==> src/rtl/nand2_stim_pkg.sv <==
`timescale 1ps/1fs
// nand2_stim_pkg: shared state type, vector table, LFSR constants and the
// resistive-drive descriptor used by the NAND2 stimulus generator.
package nand2_stim_pkg;

   // Run sequencing states
   typedef enum logic [1:0] {
      IDLE = 2'd0,
      RUN  = 2'd1,
      DONE = 2'd2
   } state_t;

   // Resistive drive descriptor: source level in microvolts behind a series
   // resistance in ohms. A resistance of RES_INF means the path is open.
   typedef struct packed {
      logic signed [31:0] v;
      logic        [31:0] r;
   } xreal;

   localparam logic [31:0] RES_INF = 32'hFFFF_FFFF;

   // {A,B} Gray order: 00, 01, 11, 10 (entry 0 is the rightmost element)
   localparam logic [3:0][1:0] GRAY_TBL = {2'b10, 2'b11, 2'b01, 2'b00};

   // 8-bit Fibonacci LFSR, taps 8,6,5,4 -> bit positions 7,5,4,3
   localparam logic [7:0] LFSR_SEED = 8'hA5;
   localparam logic [7:0] LFSR_TAPS = 8'b1011_1000;

   // Shift left, feeding the tap parity into bit 0
   function automatic logic [7:0] lfsr_next(input logic [7:0] s);
      return {s[6:0], ^(s & LFSR_TAPS)};
   endfunction

   // Series resistance sum that saturates at the open-circuit value
   function automatic logic [31:0] res_add(input logic [31:0] a, input logic [31:0] b);
      logic [32:0] sum;
      sum = {1'b0, a} + {1'b0, b};
      return (sum >= {1'b0, RES_INF}) ? RES_INF : sum[31:0];
   endfunction

endpackage

==> src/rtl/stim_drv_RC.sv <==
`timescale 1ps/1fs
// stim_drv_RC: converts one logic bit into a resistive drive. A pull-up switch
// of RDRV ohms (in series with the supply's own resistance) connects to VDD
// when din=1; a pull-down switch of RDRV ohms connects to ground when din=0.
module stim_drv_RC
   import nand2_stim_pkg::*;
#(
   parameter real RDRV = 1e3
) (
   input  logic din,
   input  xreal vdd,
   output xreal dout
);

   localparam logic [31:0] R_OHM = 32'($rtoi(RDRV));

   logic [31:0] r_up;
   logic [31:0] r_dn;

   // Close exactly one switch; the open path reads as infinite resistance
   always_comb begin
      r_up = RES_INF;
      r_dn = RES_INF;
      if (din) begin
         r_up = res_add(R_OHM, vdd.r);
      end else begin
         r_dn = R_OHM;
      end
   end

   // Collapse the two switch paths into one source level and series resistance
   always_comb begin
      dout.v = '0;
      dout.r = r_dn;
      if (r_up != RES_INF) begin
         dout.v = vdd.v;
         dout.r = r_up;
      end
   end

endmodule

==> src/rtl/nand2_stim_gen.sv <==
`timescale 1ps/1fs
// nand2_stim_gen: steps a 2-input gate through {A,B} = 00,01,11,10, holding
// each vector HOLD_CYC cycles, for N_LOOPS passes per run, and drives A/B as
// resistive analog outputs through stim_drv_RC.
// Optional feature: define NAND2_STIM_LFSR_EN to add the 'mode' input, which
// selects vectors from an 8-bit LFSR instead of the Gray table.
module nand2_stim_gen
   import nand2_stim_pkg::*;
#(
   parameter int unsigned HOLD_CYC = 8,
   parameter int unsigned N_LOOPS  = 1,
   parameter real         RDRV     = 1e3
) (
   input  logic       clk,
   input  logic       rstn,
   input  logic       start,
`ifdef NAND2_STIM_LFSR_EN
   input  logic       mode,
`endif
   input  xreal       VDD,
   output xreal       A,
   output xreal       B,
   output logic       busy,
   output logic       done,
   output logic [1:0] vec_idx
);

   localparam logic [7:0] HOLD_LAST = 8'(HOLD_CYC - 1);
   localparam logic [3:0] LOOP_LAST = 4'(N_LOOPS - 1);

   state_t     state;
   state_t     state_nxt;
   logic [7:0] hold_cnt;
   logic [7:0] hold_nxt;
   logic [1:0] vec_cnt;
   logic [1:0] vec_nxt;
   logic [1:0] vec_inc;
   logic [3:0] loop_cnt;
   logic [3:0] loop_nxt;
   logic [1:0] ab;        // registered logic levels {A,B}
   logic [1:0] ab_nxt;
   logic [1:0] first_ab;  // vector applied on the first RUN cycle
   logic [1:0] step_ab;   // vector applied after a hold period expires
`ifdef NAND2_STIM_LFSR_EN
   logic [7:0] lfsr;
   logic [7:0] lfsr_nxt;
   logic [7:0] lfsr_adv;
`endif

   assign vec_inc = vec_cnt + 2'd1;

`ifdef NAND2_STIM_LFSR_EN
   // Vector source: Gray table, or low LFSR bits when mode=1
   always_comb begin
      lfsr_adv = lfsr_next(lfsr);
      first_ab = mode ? LFSR_SEED[1:0] : GRAY_TBL[0];
      step_ab  = mode ? lfsr_adv[1:0]  : GRAY_TBL[vec_inc];
   end
`else
   // Vector source: Gray table
   always_comb begin
      first_ab = GRAY_TBL[0];
      step_ab  = GRAY_TBL[vec_inc];
   end
`endif

   // Next-state and counter update; start is only looked at in IDLE
   always_comb begin
      state_nxt = state;
      hold_nxt  = hold_cnt;
      vec_nxt   = vec_cnt;
      loop_nxt  = loop_cnt;
      ab_nxt    = ab;
`ifdef NAND2_STIM_LFSR_EN
      lfsr_nxt  = lfsr;
`endif
      unique case (state)
         IDLE: begin
            if (start) begin
               state_nxt = RUN;
               hold_nxt  = '0;
               vec_nxt   = '0;
               loop_nxt  = '0;
               ab_nxt    = first_ab;
`ifdef NAND2_STIM_LFSR_EN
               lfsr_nxt  = LFSR_SEED;
`endif
            end
         end
         RUN: begin
            if (hold_cnt == HOLD_LAST) begin
               hold_nxt = '0;
`ifdef NAND2_STIM_LFSR_EN
               lfsr_nxt = lfsr_adv;
`endif
               if ((vec_cnt == 2'd3) && (loop_cnt == LOOP_LAST)) begin
                  // last vector of the last pass: finish instead of wrapping
                  state_nxt = DONE;
                  vec_nxt   = '0;
                  loop_nxt  = '0;
                  ab_nxt    = '0;
               end else begin
                  vec_nxt = vec_inc;
                  ab_nxt  = step_ab;
                  if (vec_cnt == 2'd3) begin
                     loop_nxt = loop_cnt + 4'd1;
                  end
               end
            end else begin
               hold_nxt = hold_cnt + 8'd1;
            end
         end
         DONE: begin
            state_nxt = IDLE;
         end
         default: begin
            state_nxt = IDLE;
            ab_nxt    = '0;
         end
      endcase
   end

   // State, counters and registered A/B levels; reset aborts any run at once
   always_ff @(posedge clk or negedge rstn) begin
      if (!rstn) begin
         state    <= IDLE;
         hold_cnt <= '0;
         vec_cnt  <= '0;
         loop_cnt <= '0;
         ab       <= '0;
`ifdef NAND2_STIM_LFSR_EN
         lfsr     <= LFSR_SEED;
`endif
      end else begin
         state    <= state_nxt;
         hold_cnt <= hold_nxt;
         vec_cnt  <= vec_nxt;
         loop_cnt <= loop_nxt;
         ab       <= ab_nxt;
`ifdef NAND2_STIM_LFSR_EN
         lfsr     <= lfsr_nxt;
`endif
      end
   end

   assign busy = (state == RUN);
   assign done = (state == DONE);

`ifdef NAND2_STIM_LFSR_EN
   assign vec_idx = mode ? ab : vec_cnt;
`else
   assign vec_idx = vec_cnt;
`endif

   stim_drv_RC #(.RDRV(RDRV)) u_drv_a (
      .din  (ab[1]),
      .vdd  (VDD),
      .dout (A)
   );

   stim_drv_RC #(.RDRV(RDRV)) u_drv_b (
      .din  (ab[0]),
      .vdd  (VDD),
      .dout (B)
   );

endmodule

==> config.mk <==
export PLATFORM = sky130hd
export DESIGN_NAME = nand2_stim_gen
export DESIGN_NICKNAME = d
export VERILOG_FILES = /design/src/rtl/nand2_stim_pkg.sv /design/src/rtl/stim_drv_RC.sv /design/src/rtl/nand2_stim_gen.sv
export SDC_FILE = /design/constraint.sdc
export NUM_CORES = 1
export LEC_CHECK = 0
export BUFFER_PORTS_ARGS = -buffer_cell sky130_fd_sc_hd__buf_2
export CAP_MARGIN = 0
export CORE_ASPECT_RATIO = 0.8
export CORE_UTILIZATION = 47
export DETAILED_ROUTE_END_ITERATION = 16
export PLACE_DENSITY_LB_ADDON = 0.1
export SETUP_SLACK_MARGIN = 0.3
export SYNTH_ARGS = -nofsm -noshare
export SYNTH_HDL_FRONTEND = slang
export SYNTH_SLANG_ARGS = --single-unit
==> constraint.sdc <==
create_clock -name clk -period 8.8 [get_ports clk]
set_clock_uncertainty 0.05 [all_clocks]
set_input_delay 0.88 -clock clk [delete_from_list [all_inputs] [get_ports clk]]
set_output_delay 0.88 -clock clk [all_outputs]
set_load 0.05 [all_outputs]
==> results.yml, run 1 <==
global_route:
  grt.overflow.total: 0
  grtUsageTotal: 0.283
  grt_antenna_before_repair: 0
  busiest_layer: "met2"
  grt_pass1_vias: 3200
  use_met3: 0.0354
  grt_util_met1: 0.390
  grt_max_degree: 69
  grt_pass1_wl_mm: 15.6
  use_met2: 0.482
finish:
  seq_area_sq_um: 450
  nets: 724
  final_layout_size_suffix_gt1_frac: 0.332
  n_fill_cell: 592
  antenna_cells: 0
  multi_input_area_sq_mm: 0.00230
  syn2layout_area_growth_pct: 34.4
  postLayoutCoreUtil: 0.663
  final_area_sq_mm: 0.00396
worst_hold_path:
  worstHoldStart: "hold_cnt[1]$_DFFE_PN0P_"
  hold-path-endpoint: "hold_cnt[1]$_DFFE_PN0P_"
  hp-class: "reg -> reg"
  hold_depth: 2
yosys:
  synth_commonest_cells: "106 x nand2_1, 102 x a21oi_1, 42 x nor2_1"
  syn-num-nets: 555
  yosys-top-cells-area: "a21oi_1 17%, dfrtp_1 15%, nand2_1 14%, nor2_1 5.4%, clkbuf_1 3.6%"
  yosys_most_used_dff: "dfrtp_1"
  yosysMostFrequentCell: "nand2_1"
  yosysTopAreaCell: "a21oi_1"
  async_reset_ff_frac: 1.00
  syn_inst: 482
  synth_seq_cells: 18
  avgSynthCellArea_sq_um: 6.11
  synthDistinctLibCells: 48
  yosysTopAreaCellShare: 0.173
  synth_area_sq_mm: 0.00295
  ys_seq_area_frac: 0.153
  ys_warn_count: 0
  synth_edf_count: 0
drt:
  dr.pass1.iters: 5
  wl_mm: 10.2
  wl_per_cell_um: 14.0
  vias: 4107
  drc_errors: 0
  viasPerCell: 5.62
  drtAntennaViolNets: 0
  drt_iter0_drc: 181
place:
  hpwlAfterDp_mm: 7.90
  portBuffers: 198
  gp_congestion: 0.946
  dpl_cell_area_sq_mm: 0.00390
clocking:
  post_cts_resized: 0
  clk_root_buffer_cell: "clkbuf_8"
  clk_latency_ns: 0.26
  clk_pin_slew_worst_paths_ns: 0.07
  htree_levels: 1
  cts_num_sinks: 18
  cts_tree: "done"
  cts_setup_buffers: 0
  hold_buffers: 0
  cts_max_path_buffers: 2
  numCtsBuffers: 3
sta:
  hold_viol: 0
  rsz0062_at_grt: "no"
  period_minus_slack_ns: 5.26
  worst_pin_slew_ns: 1.09
  tns_ns: 0
  slew_headroom: 0.274
  drv_slew: 0
  fmax_ghz: 0.190
  worst_hold_slack_ns: 0.465
  min_period_over_period: 0.598
  setup-violations-final: 0
setup_path:
  criticalPathCategory: "in -> out"
  rr_endpoint: "loop_cnt[3]$_DFFE_PN0P_"
  cp_data_required_time_ns: 7.87
  ff2ff_path_depth: 6
  cp-end-kind: "primary output"
  crit_arrival_ns: 4.33
  reg2reg_from: "hold_cnt[4]$_DFFE_PN0P_"
  critPathMaxFanout: 66
  reg2reg_slack_ns: 5.95
  start_kind: "primary input"
pwr:
  peakVddDrop_mv: 0.223
  pwr_density_cell_mw_per_mm2: 295
  p_leak_nw: 2.08
  p_total_mw: 1.17
floorplanning:
  start_util: 0.493
  die_y_um: 72.8
  rows: 25
  die_w_um: 90.5
  core_area_sq_mm: 0.00597
  die_area_sq_mm: 0.00659
  num_io_pins: 199
run:
  maxCapViolCount: 0
status:
  status: "complete, no violations"
critical path: stages:
cell,delay [ns]
buf_2,0.17
ha_1,0.31
nor4_1,0.62
nand3_1,0.36
a41o_1,0.32
o21ai_0,0.13
and4_2,1.03
a21o_1,0.23
buf_2,0.26
state kept, by name (all words and copies together), names as in the netlist:
signal	flops
hold_cnt	8
loop_cnt	4
ab	2
state	2
vec_idx	2
routing by layer:
layer	wire length, um	share of wire
met2	4930	0.48
met5	0	0
met3	699	0.068
met4	166	0.016
met1	4450	0.43
placed cells by master (no fill, tap or decap), types with 6 or more instances in the layout:
cell and count:
nor2b_1 10, ha_1 6, xnor2_1 12, a21oi_1 102, inv_1 10, o21ai_0 20, and3_1 12, nand2_1 106
dfrtp_1 18, nor2_1 42, nand4_1 13, nand3_1 14, and2_1 7, buf_2 198, xor2_1 12
stage by stage:
step / instances / setup slack, ns
3_5_place_dp: 727 / 3.67
4_1_cts: 731 / 3.65
6_report: 731 / 3.54
3_3_place_gp: 727 / 3.70
5_1_grt: 731 / 3.31
2_1_floorplan: 482 / 4.20
worst max-delay path by stage:
stage / endpoint / slack (ns) / start
floorplan: B[43] / 4.20 / VDD[3]
detailed placement: B[3] / 3.67 / VDD[3]
CTS: B[3] / 3.65 / VDD[3]
finish: B[3] / 3.54 / VDD[3]
global route: B[3] / 3.31 / VDD[3]
global placement: A[3] / 3.70 / VDD[3]
power by group:
| part | internal, mW | switching, mW |
|---|---|---|
| combinational | 0.212 | 0.742 |
| sequential | 0.112 | 0.0345 |
| clock | 0.0398 | 0.0291 |
logic make-up after synthesis:
group,after synthesis,share of synthesized area
AND/OR/NAND/NOR,229,0.370
XOR/XNOR,24,0.0713
AO/OA/AOI/OAI,154,0.299
adder cells (fa/ha/maj),6,0.0255
flip-flops,18,0.153
multiplexers,3,0.0106
buffers and inverters,48,0.0701
area by class of cell:
cell class	instances	area share
timing repair buffer	202	0.258
multi-input combinational	416	0.580
clock buffer	4	0.0139
sequential	18	0.114
tap	81	0.0256
inverter	10	0.00948
(Power assumes the default switching activity.)
==> inputs of run 2 (changes only) <==
--- a/config.mk
+++ b/config.mk
@@ -8,7 +8,7 @@
 export BUFFER_PORTS_ARGS = -buffer_cell sky130_fd_sc_hd__buf_2
 export CAP_MARGIN = 0
 export CORE_ASPECT_RATIO = 0.8
-export CORE_UTILIZATION = 47
+export CORE_UTILIZATION = 39
 export DETAILED_ROUTE_END_ITERATION = 16
 export PLACE_DENSITY_LB_ADDON = 0.1
 export SETUP_SLACK_MARGIN = 0.3
==> constraint.sdc (replaced) <==
create_clock -name clk -period 4.6 [get_ports clk]
set_clock_uncertainty 0.05 [all_clocks]
set_input_delay 0.46 -clock clk [delete_from_list [all_inputs] [get_ports clk]]
set_output_delay 0.46 -clock clk [all_outputs]
set_load 0.05 [all_outputs]
==> run 2 against run 1 <==
Against the previous run: die area is 20% higher; wire length is 6.9% higher; register-to-register slack worse by 3.7 ns; count of clock-buffer cells in the layout stayed put; power is 92% higher; non-clock buffer count is 4 higher; clock power is 89% higher; highest routed layer unchanged.
==> results.yml, run 2 (synthesis results as in run 1) <==
sta:
  tns_ns: 0
  hold_viol: 0
  rsz0062_at_grt: "no"
  fmax_ghz: 0.250
  finalWorstSetupSlack_ns: 0.601
  period_minus_slack_ns: 4.00
  worst_pin_slew_ns: 0.865
  setup-violations-final: 0
  min_period_over_period: 0.869
  slew_headroom: 0.418
  drv_slew: 0
clocking:
  clk_root_buffer_cell: "clkbuf_8"
  htree_levels: 1
  cts_setup_buffers: 0
  hold_buffers: 0
  cts_tree: "done"
  clk_pin_slew_worst_paths_ns: 0.07
  clk_latency_ns: 0.25
  post_cts_resized: 0
  numCtsBuffers: 3
  cts_max_path_buffers: 2
  cts_num_sinks: 18
status:
  status: "complete, no violations"
floorplanning:
  die_w_um: 99.2
  rows: 27
  core_area_sq_mm: 0.00709
  die_y_um: 79.7
  start_util: 0.415
  die_area_sq_mm: 0.00791
  num_io_pins: 199
setup_path:
  criticalPathCategory: "in -> out"
  start_kind: "primary input"
  crit_arrival_ns: 3.49
  cp-end-kind: "primary output"
  cp_data_required_time_ns: 4.09
  critPathMaxFanout: 63
drt:
  wl_met2_mm: 5.08
  viasPerCell: 5.57
  drc_errors: 0
  wl_met3_um: 856
  drt_iter0_drc: 272
  drtAntennaViolNets: 0
  drt-met1-wl_mm: 4.82
  wl_per_cell_um: 14.8
  wl_mm: 11.0
  vias: 4126
  dr.pass1.iters: 5
  top_layer: "met4"
finish:
  final_layout_size_suffix_gt1_frac: 0.336
  mostFrequentLayoutCell: "buf_2"
  seq_area_sq_um: 450
  antenna_cells: 0
  multi_input_area_sq_mm: 0.00230
  n_fill_cell: 719
  regMostFlops: "hold_cnt"
  mostFrequentLayoutCells: "198 x buf_2, 106 x nand2_1, 102 x a21oi_1, 42 x nor2_1, 20 x o21ai_0"
  nets: 728
  largest_register_ffs: 8
  final_area_sq_mm: 0.00403
  syn2layout_area_growth_pct: 36.6
  top_regs: "hold_cnt (8), loop_cnt (4)"
global_route:
  grt.overflow.total: 0
  grt_antenna_before_repair: 0
  grt_pass1_wl_mm: 16.7
  grt_pass1_vias: 3463
  grtUsageTotal: 0.259
  grt_max_degree: 67
pwr:
  p_total_mw: 2.25
  peakVddDrop_mv: 0.358
  p_leak_nw: 2.10
  pwr_density_cell_mw_per_mm2: 559
worst_hold_path:
  hp-class: "in -> async"
place:
  gp_congestion: 0.916
  dpl_cell_area_sq_mm: 0.00396
  preCtsSetupSlack_ns: 0.594
  portBuffers: 198
  hpwlAfterDp_mm: 8.42
run:
  maxCapViolCount: 0
==> run 2: through the flow <==
step	hold WS, ns	utilization	cells
5_1_grt	0.116	0.567	741
3_5_place_dp	0.376	0.559	737
4_1_cts	0.101	0.566	741
3_3_place_gp	0.370	0.559	737
6_report	0.0855	0.567	741
2_1_floorplan	0.114	-	482
==> run 2: where the power goes <==
group          internal (mW)  switching (mW)
clock network         0.0761          0.0544
logic                  0.411            1.43
registers              0.214          0.0681
==> run 2: layout make-up <==
type,count,area share
Clock buffer,4,0.0137
Inverter,10,0.00933
Multi-Input combinational cell,416,0.571
Sequential cell,18,0.112
Tap cell,87,0.0270
Timing Repair Buffer,206,0.267
==> run 2: final timing paths <==
| path | from | endpoint | slack, ns | cells past startpoint |
|---|---|---|---|---|
| worst max-delay path | VDD[3] | B[38] | 0.60 | 10 |
| worst min-delay path | rstn | hold_cnt[6]$_DFFE_PN0P_ | 0.09 | 1 |
| worst max register to register | hold_cnt[4]$_DFFE_PN0P_ | loop_cnt[3]$_DFFE_PN0P_ | 2.21 | 6 |
| worst min register to register | hold_cnt[1]$_DFFE_PN0P_ | hold_cnt[1]$_DFFE_PN0P_ | 0.47 | 2 |
| max in group asynchronous | rstn | hold_cnt[2]$_DFFE_PN0P_ | 4.11 | 1 |
| min in group clk | hold_cnt[1]$_DFFE_PN0P_ | hold_cnt[1]$_DFFE_PN0P_ | 0.47 | 2 |
==> run 2: worst max-delay path, stage by stage <==
cell     delay [ns]
buf_2          0.15
ha_1           0.31
or4_1          0.52
nor3_1         0.46
and4b_1        0.28
o32ai_1        0.13
nor4_4         0.51
buf_12         0.31
a21oi_1        0.11
buf_2          0.22
==> run 2: routing by layer <==
metal / vias to the layer above / track usage
met5: - / 0
met4: 0 / 0.0471
met3: 25 / 0.0359
met2: 205 / 0.452
met1: 1864 / 0.346
li1: 2032 / -
==> inputs of run 3 (changes only) <==
--- a/config.mk
+++ b/config.mk
@@ -8,10 +8,11 @@
 export BUFFER_PORTS_ARGS = -buffer_cell sky130_fd_sc_hd__buf_2
 export CAP_MARGIN = 0
 export CORE_ASPECT_RATIO = 0.8
-export CORE_UTILIZATION = 39
+export CORE_UTILIZATION = 43
 export DETAILED_ROUTE_END_ITERATION = 16
-export PLACE_DENSITY_LB_ADDON = 0.1
+export PLACE_DENSITY = 0.75
 export SETUP_SLACK_MARGIN = 0.3
 export SYNTH_ARGS = -nofsm -noshare
 export SYNTH_HDL_FRONTEND = slang
+export SYNTH_HIERARCHICAL = 1
 export SYNTH_SLANG_ARGS = --single-unit
==> run 3 against run 2 <==
Against the previous run: synthesized cell count up 7.7%; largest power group unchanged; non-clock buffer count is the same; register-to-register slack better by 0.40 ns; largest cell class unchanged; core utilization shrank 0.76 points; global-route usage is 0.48 points lower; die area is 23% higher; cell count increased by 9.0%.
==> results.yml, run 3 <==
pwr:
  peakVddDrop_mv: 0.560
  p_sw_mw: 2.41
  p_clk_frac: 0.056
  p_int_mw: 1.11
  pwr-share-seq: 0.087
  switching_share: 0.685
  pwr_density_cell_mw_per_mm2: 696
  p_leak_nw: 2.36
  pwr-share-comb: 0.858
setup_path:
  slowest_stage: "a31oi_4"
  crit_end: "A[59]"
  start_kind: "primary input"
  ff2ff_path_depth: 5
  criticalPathCategory: "in -> out"
  crit_arrival_ns: 3.59
  cp_cell_sequence: "buf_2 > ha_1 > or3_4 > o41ai_4 > buf_4 > nor4_2 > xnor2_1 > o41ai_4 > a31oi_4 > and2_4 > buf_2"
  reg2reg_slack_ns: 2.61
  reg2reg_from: "hold_cnt[0]$_DFFE_PN0P_"
  critPathMaxFanout: 34
  cp-end-kind: "primary output"
  crit_start: "VDD[3]"
  cp_data_required_time_ns: 4.09
  slowest_delay_ns: 0.73
  rr_endpoint: "ab[1]$_DFFE_PN0P_"
yosys:
  synth_area_sq_mm: 0.00400
  async_reset_ff_frac: 1.00
  yosysMostFrequentCell: "and2_4"
  synth_commonest_cells: "56 x and2_4, 53 x a21oi_1, 47 x nand2_1"
  syn_inst: 519
  synthDistinctLibCells: 69
  ys_warn_count: 6
  yosysTopAreaCell: "and2_4"
  ys_seq_area_frac: 0.113
  yosysTopAreaCellShare: 0.123
  yosys-top-cells-area: "and2_4 12%, dfrtp_1 11%, xnor2_1 8.5%, a21oi_1 6.6%, nand2_1 4.4%"
  synth_edf_count: 0
  synth_seq_cells: 18
  avgSynthCellArea_sq_um: 7.71
  yosys_most_used_dff: "dfrtp_1"
  syn-num-nets: 594
global_route:
  grtUsageTotal: 0.255
  grt.overflow.total: 0
  grt_max_degree: 35
  grt_antenna_before_repair: 0
  grt_pass1_wl_mm: 19.7
  grt_pass1_vias: 3827
sta:
  tns_ns: 0
  slew_headroom: 0.400
  drv_slew: 0
  rsz0062_at_grt: "no"
  finalWorstSetupSlack_ns: 0.496
  setup-violations-final: 0
  min_period_over_period: 0.892
  fmax_ghz: 0.244
  period_minus_slack_ns: 4.10
  hold_viol: 0
  worst_pin_slew_ns: 0.899
finish:
  nets: 769
  final_cells: 808
  regMostFlops: "hold_cnt"
  antenna_cells: 0
  final_layout_size_suffix_gt1_frac: 0.444
  n_fill_cell: 848
  largest_register_ffs: 8
  mostFrequentLayoutCells: "198 x buf_2, 56 x and2_4, 53 x a21oi_1, 47 x nand2_1, 44 x nor2_1"
  seq_area_sq_um: 450
  mostFrequentLayoutCell: "buf_2"
  top_regs: "hold_cnt (8), loop_cnt (4)"
  syn2layout_area_growth_pct: 26.5
  multi_input_area_sq_mm: 0.00327
place:
  portBuffers: 198
  preCtsSetupSlack_ns: 0.388
  dp.cells: 803
  gp_congestion: 0.913
  hpwlAfterDp_mm: 10.4
floorplanning:
  num_io_pins: 199
  die_y_um: 88.3
  die_w_um: 110
  die_area_sq_mm: 0.00969
  start_util: 0.443
  core_area_sq_mm: 0.00904
  rows: 31
drt:
  viasPerCell: 5.77
  drt_iter0_drc: 421
  wl_mm: 13.6
  vias: 4661
  drtAntennaViolNets: 0
  wl_per_cell_um: 16.8
  drc_errors: 0
  dr.pass1.iters: 5
clocking:
  hold_buffers: 0
  clk_root_buffer_cell: "clkbuf_16"
  cts_tree: "done"
  htree_levels: 1
  numCtsBuffers: 3
  cts_num_sinks: 18
  post_cts_resized: 0
  cts_setup_buffers: 0
  clk_pin_slew_worst_paths_ns: 0.05
  clk_latency_ns: 0.25
  cts_max_path_buffers: 2
worst_hold_path:
  hp-class: "in -> async"
status:
  status: "complete, no violations"
run:
  maxCapViolCount: 0
==> run 3: cell types whose count changed in the layout (fill, tap and decap cells not counted), moves of 5 or more <==
cell | previous run | this run
nand3_1 | 14 | 20
o21ai_0 | 20 | 6
nor3b_1 | 0 | 6
or3_1 | 0 | 5
and2_4 | 0 | 56
nor2b_1 | 10 | 4
xnor2_1 | 12 | 39
o221ai_1 | 0 | 5
nor4_1 | 1 | 8
a21oi_1 | 102 | 53
nand2_1 | 106 | 47
o31a_1 | 2 | 8
==> run 3: cells by family after synthesis <==
group                    after synthesis  share of synthesized area
buffers and inverters                 52                     0.0769
AND/OR/NAND/NOR                      258                      0.407
XOR/XNOR                              51                      0.112
multiplexers                           3                    0.00844
AO/OA/AOI/OAI                        129                      0.258
adder cells (fa/ha/maj)                8                     0.0250
flip-flops                            18                      0.113
==> run 3: power by group through the flow <==
stage          Sequential [mW]  Combinational (mW)  Clock, mW
6_report                 0.306                3.02      0.196
3_3_place_gp             0.298                2.96          0
4_1_cts                  0.303                3.00      0.198
2_1_floorplan            0.305                2.43          0
5_1_grt                  0.317                3.18      0.206
3_5_place_dp             0.304                2.99          0
==> run 3: per-stage QoR <==
step | power (mW) | util | cell area [sq um] | hold WS [ns]
after floorplan | 2.73 | - | 4000 | 0.114
after global placement | 3.26 | 0.547 | 4940 | 0.363
after detailed placement | 3.30 | 0.547 | 4940 | 0.372
after CTS | 3.50 | 0.557 | 5030 | 0.105
after global routing | 3.70 | 0.560 | 5060 | 0.120
final | 3.52 | 0.560 | 5060 | 0.0944
==> run 3: how the worst min path moves through the flow <==
| stage | end | from |
|---|---|---|
| floorplan | ab[0]$_DFFE_PN0P_ | rstn |
| global placement | loop_cnt[1]$_DFFE_PN0P_ | rstn |
| detailed placement | loop_cnt[3]$_DFFE_PN0P_ | rstn |
| CTS | state[0]$_DFFE_PN0P_ | rstn |
| global route | state[0]$_DFFE_PN0P_ | rstn |
| finish | loop_cnt[1]$_DFFE_PN0P_ | rstn |
==> run 3: worst max-delay path, delay by kind of cell <==
family / cells / cell delay (ns)
AOI/OAI and AO/OA: 3 / 1.08
and+or+nand+nor: 3 / 0.72
buffers and inverters: 3 / 0.68
adders and majority gates: 1 / 0.32
xor gates and xnor gates: 1 / 0.30
==> run 3: routing by layer <==
metal,vias up,track usage,routed length [um]
met5,-,0,0
met4,0,0.0339,81
met3,8,0.0287,1090
met2,215,0.398,6220
met1,2224,0.383,6200
li1,2214,-,-
==> run 3: cell type report <==
cell class                 instances  share of cell area
clock buffer                       4              0.0176
sequential                        18              0.0890
tap                              115              0.0284
timing repair buffer             206               0.208
multi-input combinational        450               0.646
inverter                          15              0.0111
